$ cat src/rtl/risc5_irq_timer_if.sv
// ---------------------------------------------------------------------------
// risc5_irq_timer_if
//   RISC5 I/O-port bus bundle between the CPU (master) and a memory-mapped
//   peripheral (slave) occupying a 16-byte window.
//
//   io_en  master->slave  upper address decoded to the peripheral's window
//   adr    master->slave  adr[3:2] register select, adr[1:0] byte lane
//   rd     master->slave  read strobe, one cycle per load
//   wr     master->slave  write strobe, one cycle per store
//   ben    master->slave  1 = byte access
//   din    master->slave  store data, byte already replicated into its lane
//   dout   slave->master  combinational read data
// ---------------------------------------------------------------------------
interface risc5_irq_timer_if;
  logic        io_en;
  logic [3:0]  adr;
  logic        rd;
  logic        wr;
  logic        ben;
  logic [31:0] din;
  logic [31:0] dout;

  modport master (
    output io_en, adr, rd, wr, ben, din,
    input  dout
  );

  modport slave (
    input  io_en, adr, rd, wr, ben, din,
    output dout
  );
endinterface

$ cat src/rtl/risc5_irq_timer.sv
// ---------------------------------------------------------------------------
// risc5_irq_timer
//   Memory-mapped tick timer on the RISC5 I/O port. A prescaler divides clk
//   by TICK_DIV to produce a one-cycle tick; each tick advances TIME. When the
//   incremented TIME equals CMP the pending flag PND is set and, in periodic
//   mode, CMP advances by PERIOD. irq is the registered AND of IE and PND.
//
//   Register map (adr[3:2]):
//     0 TIME    R/W  tick count, wraps
//     1 CMP     R/W  compare value
//     2 CTRL    R/W  bit0 IE, bit1 PND (write 1 clears), bit2 PER
//     3 PERIOD  R/W  reload increment for periodic mode
//
//   Ports:
//     clk   system clock, all state on rising edge
//     rst   asynchronous, active-low reset
//     bus   RISC5 I/O bus, slave side (io_en/adr/rd/wr/ben/din -> dout)
//     irq   interrupt request to CPU, registered
// ---------------------------------------------------------------------------
module risc5_irq_timer #(
  parameter int unsigned TICK_DIV = 40000
) (
  input  logic                     clk,
  input  logic                     rst,
  risc5_irq_timer_if.slave         bus,
  output logic                     irq
);

  localparam int unsigned PW = (TICK_DIV > 2) ? $clog2(TICK_DIV) : 1;
  localparam logic [PW-1:0] PRESC_MAX = PW'(TICK_DIV - 1);

  typedef enum logic [1:0] {
    REG_TIME   = 2'd0,
    REG_CMP    = 2'd1,
    REG_CTRL   = 2'd2,
    REG_PERIOD = 2'd3
  } reg_sel_e;

  logic [PW-1:0] presc_q;
  logic [31:0]   time_q;
  logic [31:0]   cmp_q;
  logic [31:0]   period_q;
  logic          ie_q;
  logic          pnd_q;
  logic          per_q;

  reg_sel_e      sel;
  logic [1:0]    lane;
  logic          wr_en;
  logic          rd_en;
  logic          time_wr;
  logic          cmp_wr;
  logic          ctrl_wr;
  logic          period_wr;
  logic          tick;
  logic [31:0]   time_inc;
  logic          match;

  // Word writes replace all bits; byte writes touch only the addressed lane.
  function automatic logic [31:0] merge_lane(
    input logic [31:0] old_val,
    input logic [31:0] data,
    input logic        byte_en,
    input logic [1:0]  ln
  );
    logic [31:0] r;
    r = old_val;
    if (!byte_en) begin
      r = data;
    end else begin
      r[{ln, 3'b000} +: 8] = data[{ln, 3'b000} +: 8];
    end
    return r;
  endfunction

  // ---------------------------------------------------------------------------
  // Bus decode
  // ---------------------------------------------------------------------------
  always_comb begin
    sel       = reg_sel_e'(bus.adr[3:2]);
    lane      = bus.adr[1:0];
    wr_en     = bus.io_en & bus.wr;
    rd_en     = bus.io_en & bus.rd;
    time_wr   = wr_en & (sel == REG_TIME);
    cmp_wr    = wr_en & (sel == REG_CMP);
    period_wr = wr_en & (sel == REG_PERIOD);
    // CTRL fields all live in byte 0, so byte stores to other lanes are ignored.
    ctrl_wr   = wr_en & (sel == REG_CTRL) & (~bus.ben | (lane == 2'd0));
  end

  // ---------------------------------------------------------------------------
  // Tick generation and compare
  // ---------------------------------------------------------------------------
  always_comb begin
    tick     = (presc_q == PRESC_MAX);
    time_inc = time_q + 32'd1;
    // Compare uses the pre-write TIME so a colliding TIME store cannot mask a match.
    match    = tick & (time_inc == cmp_q);
  end

  always_ff @(posedge clk or negedge rst) begin
    if (!rst) begin
      presc_q <= '0;
    end else if (time_wr || tick) begin
      presc_q <= '0;
    end else begin
      presc_q <= presc_q + PW'(1);
    end
  end

  // A TIME store overrides the tick increment in the same cycle.
  always_ff @(posedge clk or negedge rst) begin
    if (!rst) begin
      time_q <= '0;
    end else if (time_wr) begin
      time_q <= merge_lane(time_q, bus.din, bus.ben, lane);
    end else if (tick) begin
      time_q <= time_inc;
    end
  end

  // A CMP store overrides the periodic reload in the same cycle.
  always_ff @(posedge clk or negedge rst) begin
    if (!rst) begin
      cmp_q <= '0;
    end else if (cmp_wr) begin
      cmp_q <= merge_lane(cmp_q, bus.din, bus.ben, lane);
    end else if (match && per_q) begin
      cmp_q <= cmp_q + period_q;
    end
  end

  always_ff @(posedge clk or negedge rst) begin
    if (!rst) begin
      period_q <= '0;
    end else if (period_wr) begin
      period_q <= merge_lane(period_q, bus.din, bus.ben, lane);
    end
  end

  // ---------------------------------------------------------------------------
  // Control, pending flag and interrupt
  // ---------------------------------------------------------------------------
  always_ff @(posedge clk or negedge rst) begin
    if (!rst) begin
      ie_q  <= 1'b0;
      per_q <= 1'b0;
    end else if (ctrl_wr) begin
      ie_q  <= bus.din[0];
      per_q <= bus.din[2];
    end
  end

  // Set has priority over a software clear arriving in the match cycle.
  always_ff @(posedge clk or negedge rst) begin
    if (!rst) begin
      pnd_q <= 1'b0;
    end else if (match) begin
      pnd_q <= 1'b1;
    end else if (ctrl_wr && bus.din[1]) begin
      pnd_q <= 1'b0;
    end
  end

  always_ff @(posedge clk or negedge rst) begin
    if (!rst) begin
      irq <= 1'b0;
    end else begin
      irq <= ie_q & pnd_q;
    end
  end

  // ---------------------------------------------------------------------------
  // Read mux; byte loads get the full word and the CPU picks the lane
  // ---------------------------------------------------------------------------
  always_comb begin
    bus.dout = '0;
    if (rd_en) begin
      unique case (sel)
        REG_TIME:   bus.dout = time_q;
        REG_CMP:    bus.dout = cmp_q;
        REG_CTRL:   bus.dout = {29'd0, per_q, pnd_q, ie_q};
        REG_PERIOD: bus.dout = period_q;
        default:    bus.dout = '0;
      endcase
    end
  end

endmodule

$ cat src/flat_wrapper.sv
// flat-port wrapper written by rule: the top's interface ports become plain ports
module risc5_irq_timer_flat 
#(
  parameter int unsigned TICK_DIV = 40000
)
  (clk, rst, irq, bus_io_en, bus_adr, bus_rd, bus_wr, bus_ben, bus_din, bus_dout);
  risc5_irq_timer_if bus_i ();
  input  logic clk;
  input  logic rst;
  output logic irq;
  input wire logic [$bits(bus_i.io_en)-1:0] bus_io_en;
  input wire logic [$bits(bus_i.adr)-1:0] bus_adr;
  input wire logic [$bits(bus_i.rd)-1:0] bus_rd;
  input wire logic [$bits(bus_i.wr)-1:0] bus_wr;
  input wire logic [$bits(bus_i.ben)-1:0] bus_ben;
  input wire logic [$bits(bus_i.din)-1:0] bus_din;
  output wire logic [$bits(bus_i.dout)-1:0] bus_dout;
  assign bus_i.io_en = bus_io_en;
  assign bus_i.adr = bus_adr;
  assign bus_i.rd = bus_rd;
  assign bus_i.wr = bus_wr;
  assign bus_i.ben = bus_ben;
  assign bus_i.din = bus_din;
  assign bus_dout = bus_i.dout;
  risc5_irq_timer #(.TICK_DIV(TICK_DIV)) u_core (.clk(clk), .rst(rst), .bus(bus_i), .irq(irq));
endmodule
$ cat config.mk
export PLATFORM = sky130hd
export DESIGN_NAME = risc5_irq_timer_flat
export DESIGN_NICKNAME = d
export VERILOG_FILES = /design/src/rtl/risc5_irq_timer_if.sv /design/src/rtl/risc5_irq_timer.sv /design/src/flat_wrapper.sv
export SDC_FILE = /design/constraint.sdc
export NUM_CORES = 1
export LEC_CHECK = 0
export CAP_MARGIN = 10
export CORE_UTILIZATION = 62
export CTS_BUF_LIST = sky130_fd_sc_hd__clkbuf_8
export CTS_CLUSTER_DIAMETER = 30
export DETAILED_ROUTE_END_ITERATION = 12
export PLACE_DENSITY_LB_ADDON = 0.1
export SETUP_SLACK_MARGIN = 0.15
export SKIP_LAST_GASP = 1
export SYNTH_ARGS = -nofsm -noshare
export SYNTH_HDL_FRONTEND = slang
export SYNTH_SLANG_ARGS = --single-unit
$ cat constraint.sdc
create_clock -name clk -period 4.6 [get_ports clk]
set_clock_uncertainty 0.2 [all_clocks]
set_input_delay 1.15 -clock clk [delete_from_list [all_inputs] [get_ports clk]]
set_output_delay 1.15 -clock clk [all_outputs]
set_load 0.05 [all_outputs]
==> key figures, run 1 <==
Outcome
  • Status: finished clean

Yosys
  • Largest family of logic cells by synthesized area: simple AND/OR/NAND/NOR gates
  • Synth area leader: dfrtp_1
  • Post-Synth XOR/XNOR Area: 7.232%
  • Dominant cell by count in the synthesized netlist: nor2_1
  • Mux cell area share after synthesis: 10.33%
  • Post-synthesis compound-gate area fraction: 20.04%
  • Most used DFF post-synth: dfrtp_1
  • Mean Syn Cell Area: 8.040 um^2
  • Post-synth EDFFs: 0
  • Synth Area in Adders: 4.985%
  • Yosys Warn Count: 0
  • Syn Inst Count: 1205
  • Commonest cells post-synth: nor2_1, a21oi_1, dfrtp_1
  • Flops & latches, synth: 116
  • Post-synth top area share: 29.96%
  • Post-synthesis net count: 1285
  • Simple-gate share of the synthesized area: 23.08%
  • Ys async rst share: 100.0%
  • Synth cell types: 71
  • Seq/Total Area, Yosys: 29.96%
  • Main area contributors after synthesis: dfrtp_1, a21oi_1, nor2_1
  • Synth Cell Area: 9688 um^2

Floorplan
  • IO Pins: 75
  • Core Region: 15200 um^2
  • Die ar.: 16130 um^2
  • Starting Density: 63.73%
  • Die X: 127.0 um
  • Die height: 127.0 um
  • Row cnt: 45

Final layout
  • Final core utilization: 74.50%
  • Final nets: 1337
  • Share of cells above drive strength 1: 12.60%
  • Cell area after layout: 11330 um^2
  • P&R area growth vs syn: 16.91%
  • Antenna diode count: 0

Drt
  • Violation count after the first detailed-route iteration: 1252
  • DR vias/cell: 6.690
  • Post-route ant nets: 0
  • Via count: 9754
  • Drt first pass iters: 6
  • Per-cell routed wire length: 21.11 um
  • DRC: 0
  • Detailed Route WL: 30.78 mm

Timing
  • Fin crit share: 92.49%
  • Tmin final: 4.255 ns
  • Worst hold margin: 0.2921 ns
  • Final Hold Vio Count: 0
  • Slew Limit Headroom: 30.66%
  • Setup violators final: 0
  • RSZ-0062 raised after global routing: false
  • Fmax: 0.2350 GHz
  • Setup_tns: 0 ns
  • Pins Over Slew Limit: 0
  • Pin slew with the least headroom to its limit: 1.029 ns

Placement
  • Area after DPL: 10930 um^2
  • Number of I/O port buffers: 74
  • Final Wtd Congestion: 1.027
  • DPL Wire Length: 22.54 mm

Worst setup path
  • Kind of critical path: primary input to output pin
  • Worst-path fanout max: 23
  • Arrival @ worst endpoint: 2.90 ns
  • Crit start category: primary input
  • CP required: 3.25 ns
  • R2r worst-path depth: 12
  • Setup crit end kind: output pin

Clocking
  • Post-CTS setup buffer count: 0
  • Worst-skew pair later-pin latency: 0.47 ns
  • CTS H-tree depth: 4
  • Post_cts resized: 0
  • Clk root buf: clkbuf_8
  • CTS Buffer Depth: 2
  • # hold bufs at CTS: 0
  • CTS tree: built
  • CTS buffer count: 17
  • Clock transition at path regs: 0.08 ns
  • TritonCTS Sinks: 116

Worst hold path
  • Hold path cells: 1
  • Hold Crit Class: flip-flop to flip-flop

Job
  • Number of max-cap violations: 0

Global route
  • First-pass GRT wire length: 49.19 mm
  • GRT Resource Usage Total: 39.73%
  • Gr ovfl total: 0
  • Vias in the first global route: 9091
  • Initial antenna violation count: 0
  • Largest net degree at the start of global routing: 65

Pwr
  • Leak: 4.826 nW
  • Total power: 5.427 mW
  • Pwr dens: 479.2 nW/um^2
  • Worst vdd ir: 306.9 uV
==> critical path, cell delays in order <==
cell             delay [ns]
clkdlybuf4s50_1        0.65
and2_1                 0.21
buf_4                  0.35
a21oi_1                0.14
nor2_1                 0.22
buf_12                 0.17
==> metal layers <==
layer / vias up / track usage (%) / part of all wire (%)
met5: - / 0 / 0
met4: 0 / 19.89 / 4.6
met3: 122 / 8.459 / 9.3
met2: 535 / 59.92 / 44
met1: 4666 / 54.36 / 42
li1: 4431 / - / -
==> worst paths after layout <==
path	start	end	slack [ns]
min	u_core.presc_q[0]$_DFF_PN0_	u_core.presc_q[0]$_DFF_PN0_	0.29
max	bus_adr[3]	bus_dout[11]	0.35
min reg2reg	u_core.presc_q[0]$_DFF_PN0_	u_core.presc_q[0]$_DFF_PN0_	0.29
min in group asynchronous	rst	u_core.period_q[1]$_DFFE_PN0P_	0.56
max reg2reg	u_core.time_q[0]$_DFFE_PN0P_	u_core.cmp_q[2]$_DFFE_PN0P_	0.55
max in group asynchronous	rst	u_core.time_q[16]$_DFFE_PN0P_	2.85
==> through the flow <==
| step | instances | setup slack (ns) |
|---|---|---|
| 2_1_floorplan | 1205 | 0.3159 |
| 3_3_place_gp | 1426 | 0.5581 |
| 3_5_place_dp | 1426 | 0.3925 |
| 4_1_cts | 1458 | 0.3816 |
| 5_1_grt | 1458 | 0.2782 |
| 6_report | 1458 | 0.3453 |
==> layout by cell type, fill, tap and decap left out, types with 4 or more instances in the layout <==
cell             instances
and4_1                   8
ha_1                    37
mux4_2                  11
nor2b_1                 34
clkbuf_8                18
o22ai_1                  9
nor2_2                   4
nand2_1                 90
inv_1                   36
a22o_1                  11
a211o_1                  4
clkdlybuf4s50_1         40
nand3_1                 33
buf_12                  33
and3_1                  13
and2_1                  11
a31oi_1                 12
or3_1                    9
a21o_1                  15
dfrtp_1                116
or2_2                    5
nor3_1                  20
a211oi_1                12
o21ai_0                 72
mux2i_1                 37
nand2b_1                 8
clkinvlp_4               5
a22oi_1                  6
mux2_2                  34
nand4_1                 18
o31ai_1                  7
xor2_1                  35
a21oi_1                148
buf_4                   29
nor4b_1                  4
nor2_1                 173
xnor2_1                 45
nor4_1                   5
==> sequential cells by signal (all words and copies together), names as in the netlist <==
name / cells
u_core.presc_q: 16
u_core.per_q: 1
u_core.irq: 1
u_core.cmp_q: 32
u_core.period_q: 32
u_core.pnd_q: 1
u_core.time_q: 32
u_core.ie_q: 1
==> report_power, final <==
| part | internal, mW | switching, mW | total, mW | leakage [nW] |
|---|---|---|---|---|
| Sequential | 1.28 | 0.399 | 1.68 | 1.46 |
| Clock | 0.498 | 0.485 | 0.984 | 0.188 |
| Combinational | 1.27 | 1.50 | 2.76 | 3.18 |
==> kinds of logic after synthesis <==
family | count (synthesis)
XOR/XNOR | 80
AO/OA/AOI/OAI | 328
AND/OR/NAND/NOR | 455
buffers and inverters | 106
multiplexers | 82
adder cells (fa/ha/maj) | 38
flip-flops | 116
==> area by class of cell <==
cell class | instances | area (um^2)
Multi-Input combinational cell | 983 | 6370
Clock buffer | 18 | 247.7
Clock inverter | 14 | 151.4
Tap cell | 188 | 235.2
Inverter | 36 | 135.1
Timing Repair Buffer | 103 | 1284
Sequential cell | 116 | 2903
Fill cell | 1184 | 3876
No activity file was read; power rests on OpenSTA's default activity.
==> run 2, diff against run 1 <==
--- a/config.mk
+++ b/config.mk
@@ -11,6 +11,7 @@
 export CTS_CLUSTER_DIAMETER = 30
 export DETAILED_ROUTE_END_ITERATION = 12
 export PLACE_DENSITY_LB_ADDON = 0.1
+export REMOVE_ABC_BUFFERS = 1
 export SETUP_SLACK_MARGIN = 0.15
 export SKIP_LAST_GASP = 1
 export SYNTH_ARGS = -nofsm -noshare
==> run 2 against run 1 <==
Effect of this change:
- register-to-register slack lost 0.15 ns
- core utilization grew 0.26 points
- die area is the same
- clock-buffer cell count is the same
- first-iteration DRC count shrank 7.3%
- sequential power is essentially flat
- combinational power grew 2%
- routed wire length grew 3.9%
- fmax shrank 1.8%
- critical endpoint is now bus_dout[31]
- largest power group unchanged
==> key figures, run 2 (synthesis results as in run 1) <==
Placement
  • Final Wtd Congestion: 1.040 (was 1.027)
  • Number of I/O port buffers: 74 (unchanged)
  • DPL Wire Length: 24.05 mm (was 22.54 mm)
  • Area after DPL: 10940 um^2 (was 10930 um^2)
  • Worst slack at placement: 0.2857 ns (was 0.3925 ns)
  • # placed instances: 1430 (was 1426)

Drt
  • Via count: 9840 (was 9754)
  • DR vias/cell: 6.731 (was 6.690)
  • Violation count after the first detailed-route iteration: 1160 (was 1252)
  • Detailed Route WL: 31.98 mm (was 30.78 mm)
  • Per-cell routed wire length: 21.87 um (was 21.11 um)
  • Post-route ant nets: 0 (unchanged)
  • Drt first pass iters: 5 (was 6)
  • DRC: 0 (unchanged)

Final layout
  • Most frequent cells in the layout: nor2_1, a21oi_1, dfrtp_1, nand2_1, o21ai_0 (unchanged)
  • Final std cells w/o fill: 1462 (was 1458)
  • Final core utilization: 74.77% (was 74.50%)
  • P&R area growth vs syn: 17.32% (was 16.91%)
  • Antenna diode count: 0 (unchanged)
  • Final nets: 1341 (was 1337)
  • Biggest regs: u_core.cmp_q x32, u_core.period_q x32, u_core.time_q x32 (unchanged)
  • Cell area after layout: 11370 um^2 (was 11330 um^2)
  • Share of cells above drive strength 1: 12.87% (was 12.60%)
  • Commonest non-fill, non-tap cell in the layout: nor2_1 (unchanged)

Timing
  • Slew Limit Headroom: 33.88% (was 30.66%)
  • Setup_tns: 0 ns (unchanged)
  • RSZ-0062 raised after global routing: false (unchanged)
  • Tmin final: 4.334 ns (was 4.255 ns)
  • Final Hold Vio Count: 0 (unchanged)
  • Pins Over Slew Limit: 0 (unchanged)
  • Worst hold margin: 0.2922 ns (was 0.2921 ns)
  • Fin crit share: 94.23% (was 92.49%)
  • Final worst setup slack: 0.2656 ns (was 0.3453 ns)
  • Fmax: 0.2307 GHz (was 0.2350 GHz)
  • Setup violators final: 0 (unchanged)
  • Pin slew with the least headroom to its limit: 0.9815 ns (was 1.029 ns)

Clocking
  • Clk root buf: clkbuf_8 (unchanged)
  • Post-CTS setup buffer count: 0 (unchanged)
  • CTS tree: built (unchanged)
  • CTS buffer count: 17 (unchanged)
  • Post_cts resized: 0 (unchanged)
  • # hold bufs at CTS: 0 (unchanged)
  • TritonCTS Sinks: 116 (unchanged)
  • Clock transition at path regs: 0.08 ns (about the same)
  • CTS Buffer Depth: 2 (unchanged)
  • CTS H-tree depth: 4 (unchanged)
  • Worst-skew pair later-pin latency: 0.46 ns (was 0.47 ns)

Worst hold path
  • Hold Crit Class: flip-flop to flip-flop (unchanged)

Global route
  • GRT Resource Usage Total: 40.90% (was 39.73%)
  • Vias in the first global route: 8908 (was 9091)
  • Gr ovfl total: 0 (unchanged)
  • Largest net degree at the start of global routing: 69 (was 65)
  • Initial antenna violation count: 0 (unchanged)
  • First-pass GRT wire length: 49.89 mm (was 49.19 mm)

Worst setup path
  • Arrival @ worst endpoint: 2.98 ns (was 2.90 ns)
  • Critical Path Max Stage Delay: 0.85 ns (was 0.65 ns)
  • CP required: 3.25 ns (about the same)
  • Crit start category: primary input (unchanged)
  • CP Cell Sequence: clkdlybuf4s50_1 > and2_1 > buf_4 > a21oi_1 > nor2_1 > buf_12 (unchanged)
  • Setup crit end kind: output pin (unchanged)
  • Kind of critical path: primary input to output pin (unchanged)
  • Worst-path fanout max: 16 (was 23)
  • Worst path bufs/invs: 3 (unchanged)
  • Slowest library cell on the worst path: clkdlybuf4s50_1 (unchanged)
  • Critical path's top delay family: buffers and inverters (unchanged)

Floorplan
  • Die X: 127.0 um (unchanged)
  • IO Pins: 75 (unchanged)
  • Starting Density: 63.73% (unchanged)
  • Core Region: 15200 um^2 (unchanged)
  • Die ar.: 16130 um^2 (unchanged)
  • Row cnt: 45 (unchanged)
  • Die height: 127.0 um (unchanged)

Pwr
  • Pwr dens: 485.7 nW/um^2 (was 479.2 nW/um^2)
  • Leak: 4.855 nW (was 4.826 nW)
  • Total power: 5.521 mW (was 5.427 mW)
  • Worst vdd ir: 390.3 uV (was 306.9 uV)

Outcome
  • Status: finished clean (unchanged)

Job
  • Number of max-cap violations: 0 (unchanged)
-- run 2: cell types whose count changed in the layout (fill, tap and decap cells not counted) --
cell,previous run,this run
bufinv_16,2,3
clkinvlp_4,5,4
buf_12,33,32
buf_4,29,34
-- run 2: path summary, 6_finish.rpt --
| check | startpoint | endpoint | slack [ns] | cells past startpoint |
|---|---|---|---|---|
| setup / recovery | bus_adr[3] | bus_dout[31] | 0.27 | 6 |
| hold / removal | u_core.presc_q[0]$_DFF_PN0_ | u_core.presc_q[0]$_DFF_PN0_ | 0.29 | 1 |
| setup reg to reg | u_core.time_q[1]$_DFFE_PN0P_ | u_core.cmp_q[12]$_DFFE_PN0P_ | 0.40 | 11 |
| hold reg to reg | u_core.presc_q[0]$_DFF_PN0_ | u_core.presc_q[0]$_DFF_PN0_ | 0.29 | 1 |
| max in group asynchronous | rst | u_core.time_q[19]$_DFFE_PN0P_ | 2.85 | 2 |
| min in group asynchronous | rst | u_core.period_q[10]$_DFFE_PN0P_ | 0.52 | 1 |
-- run 2: where the power goes --
group,internal [mW],switching (mW)
Clock,0.554,0.484
Sequential,1.28,0.381
Combinational,1.27,1.55
Total,3.10,2.42
-- run 2: layout make-up --
| type | instances | area (um^2) |
|---|---|---|
| clock inverters | 14 | 173.9 |
| inverters | 36 | 135.1 |
| fillers | 1114 | 3836 |
| flip-flops and latches | 116 | 2903 |
| multi-input cells | 983 | 6370 |
| repair buffers | 107 | 1301 |
| well taps | 188 | 235.2 |
| clock buffers | 18 | 247.7 |
-- run 2: layer usage --
metal	vias up	part of all wire, %	global-route usage (%)
met5	-	0	0
met4	0	3.9	17.23
met3	95	10	7.161
met2	597	44	61.60
met1	4705	42	58.27
li1	4443	-	-
==> run 3, diff against run 2 <==
--- a/config.mk
+++ b/config.mk
@@ -12,7 +12,7 @@
 export DETAILED_ROUTE_END_ITERATION = 12
 export PLACE_DENSITY_LB_ADDON = 0.1
 export REMOVE_ABC_BUFFERS = 1
-export SETUP_SLACK_MARGIN = 0.15
+export SETUP_SLACK_MARGIN = 0.02
 export SKIP_LAST_GASP = 1
 export SYNTH_ARGS = -nofsm -noshare
 export SYNTH_HDL_FRONTEND = slang
==> results of run 3 <==
Final layout, timing and power as in run 2 (identical DEF).
